**config.mk**
```make
export PLATFORM = sky130hd
export DESIGN_NAME = proc_in_fifo
export DESIGN_NICKNAME = d
export VERILOG_FILES = /design/src/rtl/proc_in_fifo_pkg.sv /design/src/rtl/proc_in_fifo_ram.sv /design/src/rtl/proc_in_fifo.sv
export SDC_FILE = /design/constraint.sdc
export NUM_CORES = 1
export LEC_CHECK = 0
export CAP_MARGIN = 20
export CORE_AREA = 2 2 122 124
export DETAILED_ROUTE_END_ITERATION = 6
export DIE_AREA = 0 0 124 126
export GPL_TIMING_DRIVEN = 0
export MAX_ROUTING_LAYER = met4
export PLACE_DENSITY_LB_ADDON = 0.3
export SLEW_MARGIN = 40
export SYNTH_ARGS = -nofsm -noshare
export SYNTH_HDL_FRONTEND = slang
export SYNTH_SLANG_ARGS = --single-unit
```
**constraint.sdc**
```tcl
create_clock -name clk -period 3.6 [get_ports clk]
set_clock_uncertainty 0.2 [all_clocks]
set_input_delay 0.72 -clock clk [delete_from_list [all_inputs] [get_ports clk]]
set_output_delay 0.72 -clock clk [all_outputs]
set_load 0.05 [all_outputs]
```
**src/rtl/proc_in_fifo_pkg.sv**
```systemverilog
// Shared constants for the processor input FIFO.
// Status word bit positions, also used by software headers.
package proc_in_fifo_pkg;

  // count field starts at bit 0 of the status word
  localparam int ST_CNT_LSB = 0;

  // underrun flag sits in the word MSB
  function automatic int st_underrun(input int nubits);
    return nubits - 1;
  endfunction

endpackage

```
**src/rtl/proc_in_fifo_ram.sv**
```systemverilog
// fifo_ram: DEPTH x W register array, one sync write port,
// one async read port. Ports: clk, we, waddr, wdata, raddr, rdata.
module fifo_ram #(
  parameter int DEPTH = 8,
  parameter int W     = 16,
  parameter int AW    = $clog2(DEPTH)
) (
  input  logic          clk,
  input  logic          we,
  input  logic [AW-1:0] waddr,
  input  logic [W-1:0]  wdata,
  input  logic [AW-1:0] raddr,
  output logic [W-1:0]  rdata
);

  logic [W-1:0] mem [DEPTH];

  always_ff @(posedge clk) begin
    if (we) mem[waddr] <= wdata;
  end

  assign rdata = mem[raddr];

endmodule

```
**src/rtl/proc_in_fifo.sv**
```systemverilog
// proc_in_fifo: stream-to-processor input buffer with status word
// and fill-level interrupt.
// Ports: clk, rst (async, high); s_data/s_valid/s_ready producer side;
// req_in/addr_in/io_in processor read port; itr level interrupt.
module proc_in_fifo
  import proc_in_fifo_pkg::*;
#(
  parameter int NUBITS = 16,
  parameter int NUIOIN = 2,
  parameter int DEPTH  = 8,
  parameter int ITRLVL = 1,
  parameter int CHADDR = 0,
  parameter int STADDR = 1,
  parameter int AIW    = (NUIOIN > 1) ? $clog2(NUIOIN) : 1
) (
  input  logic              clk,
  input  logic              rst,
  input  logic [NUBITS-1:0] s_data,
  input  logic              s_valid,
  output logic              s_ready,
  input  logic              req_in,
  input  logic [AIW-1:0]    addr_in,
  output logic [NUBITS-1:0] io_in,
  output logic              itr
);

  localparam int AW = $clog2(DEPTH);
  localparam int CW = $clog2(DEPTH + 1);
  localparam int UB = st_underrun(NUBITS);

  localparam logic [AIW-1:0] CH   = AIW'(CHADDR);
  localparam logic [AIW-1:0] ST   = AIW'(STADDR);
  localparam logic [CW-1:0]  FULL = CW'(DEPTH);
  localparam logic [CW-1:0]  LVL  = CW'(ITRLVL);

  logic [AW-1:0]     wp;
  logic [AW-1:0]     rp;
  logic [CW-1:0]     count;
  logic [CW-1:0]     count_next;
  logic              underrun;
  logic              underrun_next;
  logic [NUBITS-1:0] head;
  logic [NUBITS-1:0] status;
  logic              push;
  logic              pop;
  logic              rd_ch;
  logic              rd_st;
  logic              empty;

  assign empty   = (count == '0);
  assign s_ready = !rst && (count != FULL);
  assign rd_ch   = req_in && (addr_in == CH);
  assign rd_st   = req_in && (addr_in == ST);
  assign push    = s_valid && s_ready;
  assign pop     = rd_ch && !empty;

  fifo_ram #(
    .DEPTH (DEPTH),
    .W     (NUBITS)
  ) u_ram (
    .clk   (clk),
    .we    (push),
    .waddr (wp),
    .wdata (s_data),
    .raddr (rp),
    .rdata (head)
  );

  always_comb begin
    count_next = count;
    unique case ({push, pop})
      2'b10:   count_next = count + CW'(1);
      2'b01:   count_next = count - CW'(1);
      default: count_next = count;
    endcase
  end

  // empty data read sets the flag; a status read clears it
  always_comb begin
    underrun_next = underrun;
    if (rd_ch && empty) underrun_next = 1'b1;
    else if (rd_st)     underrun_next = 1'b0;
  end

  always_comb begin
    status = '0;
    status[UB] = underrun;
    status[ST_CNT_LSB +: CW] = count;
  end

  always_comb begin
    io_in = '0;
    if (addr_in == CH) begin
      if (!empty) io_in = head;
    end else if (addr_in == ST) begin
      io_in = status;
    end
  end

  always_ff @(posedge clk or posedge rst) begin
    if (rst) begin
      wp       <= '0;
      rp       <= '0;
      count    <= '0;
      underrun <= 1'b0;
      itr      <= 1'b0;
    end else begin
      if (push) wp <= wp + AW'(1);
      if (pop)  rp <= rp + AW'(1);
      count    <= count_next;
      underrun <= underrun_next;
      itr      <= (count_next >= LVL);
    end
  end

endmodule
```
=== After elaboration in Yosys (flattened, before gate mapping) ===
Memory sizes are Yosys's and may differ from the RTL's.
Cells that the tools add are included.

* Add/subtract/negate cells: 4
* Equal/unequal tests: 3
* Reductions and logical operators: 10
* $lt $le $gt $ge: 1
* Bitwise gates (word level): 1
* Mux-type cells: 7

{| class="wikitable"
|+ Operators by type and width
! cell !! count
|-
| 16-bit 2-to-1 mux || 2
|-
| 4-bit one-hot mux with 2 select lines || 1
|-
| 3-bit by 1-bit adder with 3-bit output, second input constant || 2
|-
| 1-bit logical AND || 6
|-
| 4-bit by 1-bit adder with 4-bit output, second input constant || 1
|-
| 4-bit by 1-bit >= comparator with 1-bit output, second input constant || 1
|-
| 4-bit logical NOT || 1
|-
| 1-bit 2-to-1 mux || 4
|-
| 4-bit != test, second input constant || 1
|-
| 4-bit by 1-bit subtractor with 4-bit output, second input constant || 1
|-
| 2-bit by 1-bit equality test with 1-bit output, second input constant || 1
|-
| 2-bit equality test, second input constant || 1
|-
| 1-bit logical NOT || 2
|-
| 2-bit nonzero test || 1
|-
| 1-bit NOT || 1
|}

* Bits in registers: 12
* Memories: 1
* Word-level logic and storage cells: 32
* Bits in writable memories: 128
* Input port bits: 21
* Output and inout port bits: 18

{| class="wikitable"
|+ Memories
! memory !! words !! width !! read ports !! clocked after memory_dff !! write ports !! line !! text
|-
| u_ram.mem || 8 || 16 || 1 || 0 || 1 || proc_in_fifo_ram.sv:16 || <nowiki>logic [W-1:0] mem [DEPTH];</nowiki>
|}

=== Depth between registers and ports, before layout ===
* Depth in word-level cells: 6
* Gate-level depth with buffers: 12
* Depth with buffers taken out: 10

=== Hierarchy ===
Synthesis repeated with hierarchy kept, for this count alone.

* Cell total of the unflattened synthesis: 284
* Area, all modules: 5788.1 um^2

{| class="wikitable"
|+ By module, submodules not included
! module !! times used !! cells an instance !! area each (um^2) !! seq. area each (um^2)
|-
| fifo_ram || 1 || 198 || 4973.5 || 3843.7
|-
| proc_in_fifo || 1 || 86 || 814.5 || 300.3
|}

=== Least setup slack after synthesis ===
No wires, ideal clock.

* Path kind: input-to-reg
* From: in s_valid
* To: mem u_ram.mem[0][0], enable pin
* Buffers on the path: 1
* Setup slack: 0.213 ns
* Library setup time: 0.430 ns
* Stages on the path: 5
* Arrival time: 2.757 ns
* Cells stage by stage: nor2b_1 and2_4 clkinv_4 buf_12 nor4_1

* Word-level cells in the longest chain between the ends: 3

{| class="wikitable"
|+ RTL lines
! item !! line !! text
|-
| from (decl) || proc_in_fifo.sv:19 || <nowiki>input logic s_valid,</nowiki>
|-
| 1-bit logical AND || proc_in_fifo.sv:54 || <nowiki>assign push = s_valid && s_ready;</nowiki>
|-
| 1-bit 2-to-1 mux || proc_in_fifo_ram.sv:19 || <nowiki>if (we) mem[waddr] <= wdata;</nowiki>
|-
| 1-bit 2-to-1 mux (not written as such) || proc_in_fifo_ram.sv:19 ||
|-
| to (decl) || proc_in_fifo_ram.sv:16 ||
|}

No other way between the ends.

=== Worst setup path in the final report ===
* From: reg rp[0]
* To: out io_in[2]

* Word-level cells in the longest chain between the ends: 3

{| class="wikitable"
|+ RTL lines
! item !! line !! text
|-
| from (decl) || proc_in_fifo.sv:37 || <nowiki>logic [AW-1:0] rp;</nowiki>
|-
| from (signal assigned) || proc_in_fifo.sv:109 || <nowiki>if (pop) rp <= rp + AW'(1);</nowiki>
|-
| memory read 8 x 16 bit || -- ||
|-
| 16-bit 2-to-1 mux || proc_in_fifo.sv:94 || <nowiki>if (!empty) io_in = head;</nowiki>
|-
| 16-bit 2-to-1 mux || proc_in_fifo.sv:93 || <nowiki>if (addr_in == CH) begin</nowiki>
|-
| to (decl) || proc_in_fifo.sv:23 || <nowiki>output logic [NUBITS-1:0] io_in,</nowiki>
|}

No other way between the ends.

==> flow_metrics.env <==
export IMPL_grt_pass1_vias=2937
export IMPL_grt_pass1_wl_um=17060
export IMPL_synth_distinct_cells=40
export IMPL_setup_violations=0
export IMPL_grt_max_degree=17
export IMPL_switching_share=0.3249
export IMPL_grt_usage=0.1601
export IMPL_cp_data_required_time_ps=2680
export IMPL_place_gp_congestion=0.7413
export IMPL_whs_ps=336.5
export IMPL_slowest_stage="mux4_2"
export IMPL_numPortBuffers=37
export IMPL_cts_tree="done"
export IMPL_yosys_warnings=0
export IMPL_clockBufferDepth=2
export IMPL_holdBufCountCts=0
export IMPL_first_iter_violations=217
export IMPL_clock_root_buffer="clkbuf_16"
export IMPL_cts_buffers=17
export IMPL_fp_coreArea_um2=14310
export IMPL_grt_use_met3=0.03940
export IMPL_worstPathCellList="buf_4, mux4_2, mux2i_1, o21ai_0, dlygate4sd2_1"
export IMPL_diodes=0
export IMPL_post_cts_buffers=0
export IMPL_fin_crit_sh=0.9572
export IMPL_drv_cap=0
export IMPL_io_pins=39
export IMPL_cts_sinks=140
export IMPL_met1_usage=0.2176
export IMPL_p_int_mw=3.718
export IMPL_mostFrequentLayoutCells="edfxtp_1, mux4_2, clkdlybuf4s50_1"
export IMPL_worstPathArrival_ps=2530
export IMPL_synth_seq_area_share=0.7329
export IMPL_path_delay_family="multiplexers"
export IMPL_slew_violations=0
export IMPL_period_needed_ps=3446
export IMPL_final_area_um2=6998
export IMPL_end_kind="output pin"
export IMPL_nets=386
export IMPL_leakagePower_nw=2.419
export IMPL_combPwrFrac=0.333
export IMPL_final_layout_size_suffix_gt1_frac=0.2895
export IMPL_start_kind="flip-flop"
export IMPL_fmax_mhz=290.2
export IMPL_syn_num_nets=312
export IMPL_drcViolationCount=0
export IMPL_cpPeakStageDelay_ps=520
export IMPL_hp_class="reg -> reg"
export IMPL_ir_drop_v=0.0003078
export IMPL_drt_pass1_iter_count=4
export IMPL_antenna_found_initial=0
export IMPL_yosys_register_bits=140
export IMPL_cts_resized=22
export IMPL_die_h_um=126
export IMPL_p_per_area_nw_per_um2=786.9
export IMPL_final_common_cell="edfxtp_1"
export IMPL_die_width_um=124
export IMPL_area_growth_pct=23.77
export IMPL_path_class="reg -> out"
export IMPL_dieArea_um2=15620
export IMPL_power_frac_seq=0.376
export IMPL_grt_busiest_layer="met2"
export IMPL_outcome="finished, final reports clean"
export IMPL_vias_per_cell=5.113
export IMPL_wire_per_inst_um=19.54
export IMPL_yosys_area_top_type_share=0.6798
export IMPL_critPathBufInv=2
export IMPL_finalHoldViolations=0
export IMPL_clkPwrFrac=0.291
export IMPL_syn_mean_instance_area_um2=19.70
export IMPL_htreeDepth=4
export IMPL_synth_area_um2=5654
export IMPL_dp_hpwl_um=7181
export IMPL_p_sw_mw=1.789
export IMPL_clock_latency_ps=410
export IMPL_syn_inst=287
export IMPL_overflow=0
export IMPL_tightest_slew_ps=500.9
export IMPL_num_vias=2848
export IMPL_rsz0062_at_grt="false"
export IMPL_maxSlewHeadroom=0.6650
export IMPL_placed_cell_area_um2=6457
export IMPL_synth_top_area_cell="edfxtp_1"
export IMPL_drt_total_wl_um=10880
export IMPL_ant_nets=0
export IMPL_use_met2=0.2353
export IMPL_initial_core_util=0.3950
export IMPL_cp_max_fo=10
export IMPL_clkSlewWorstSetupHoldPaths_ps=60
export IMPL_synth_top_cells_by_area="edfxtp_1, mux4_2, dfrtp_1"
export IMPL_fp_row_count=44
## routing by layer
layer / vias up / share of wire / wire length (um)
met5: - / 0 / 0
met4: 0 / 0.017 / 181
met3: 18 / 0.055 / 595
met2: 82 / 0.48 / 5262
met1: 1454 / 0.45 / 4843
li1: 1294 / - / -
## worst reg2reg max path, stage by stage, from the launching register on
cell and delay (ps):
dfrtp_1 390, buf_6 150, or4b_1 530, and2_4 180, clkinv_4 60, buf_12 120
ha_1 220, clkbuf_1 200, nor4_1 320, nand3_2 120, a21oi_1 240, o2111ai_2 140
## cell families (layout without fill, tap and decap cells)
group,count (synthesis),in the layout,share of synthesized area
muxes,50,50,0.1598
buffers and inverters,20,106,0.01970
adders and majority gates,4,4,0.008852
xor gates and xnor gates,7,7,0.01084
DFF,140,140,0.7329
and+or+nand+nor,52,52,0.05112
AOI/OAI and AO/OA,14,14,0.01682
## flip-flops by register name, indices dropped and copies added, names as in the netlist
| register | flops |
|---|---|
| count | 4 |
| u_ram.mem | 128 |
| rp | 3 |
| wp | 3 |
| itr | 1 |
| underrun | 1 |
## synthesized netlist by cell type, drive strengths merged
library cell and instances:
a211o 1, a21o 1, a21oi 4, a221o 1, a22o 1, and2 2
and3 1, buf 8, clkbuf 9, clkinv 1, dfrtp 12, edfxtp 128
ha 4, inv 2, mux2 2, mux2i 16, mux4 32, nand2 14
nand2b 3, nand3 2, nand4b 2, nor2 17, nor2b 1, nor3 4
nor3b 1, nor4 3, o2111ai 1, o21ai 5, or2 1, or4b 1
xnor2 6, xor2 1
## power groups by stage
| stage | Clock [mW] | Combinational (mW) | Sequential, mW |
|---|---|---|---|
| 6_report | 1.60 | 1.84 | 2.07 |
| 5_1_grt | 1.69 | 1.97 | 2.09 |
| 4_1_cts | 1.62 | 1.86 | 2.07 |
| 3_5_place_dp | 0 | 1.92 | 2.09 |
| 3_3_place_gp | 0 | 1.85 | 2.07 |
| 2_1_floorplan | 0 | 1.35 | 2.06 |
## cell type report
| type | instances | area [um^2] |
|---|---|---|
| clock inverters | 11 | 102.6 |
| well taps | 184 | 230.2 |
| flip-flops and latches | 140 | 4145 |
| inverters | 3 | 20.02 |
| clock buffers | 20 | 436.7 |
| repair buffers | 56 | 501.7 |
| plain buffers | 16 | 113.9 |
| multi-input cells | 127 | 1448 |
| fillers | 1220 | 7316 |
## path summary, 6_finish.rpt
path,slack (ps),cells past startpoint,start,endpoint
setup / recovery,150,5,rp[0],io_in[2]
hold / removal,340,2,underrun,underrun
setup reg to reg,580,11,count[0],itr
hold reg to reg,340,2,underrun,underrun
max in group asynchronous,2540,2,rst,rp[0]
min in group asynchronous,440,2,rst,count[0]
## per-stage QoR
stage | worst slack [ps] | TNS [ps] | util | cells | power (mW)
floorplan | 212.8 | 0 | - | 287 | 3.412
global placement | -1773 | -92150 | 0.4370 | 508 | 3.928
detailed placement | -231.5 | -2252 | 0.4511 | 527 | 4.010
CTS | 6.096 | 0 | 0.4879 | 557 | 5.555
global route | 3.436 | 0 | 0.4889 | 557 | 5.761
finish | 154.1 | 0 | 0.4889 | 557 | 5.507
Power figures use the tool's default switching activity.
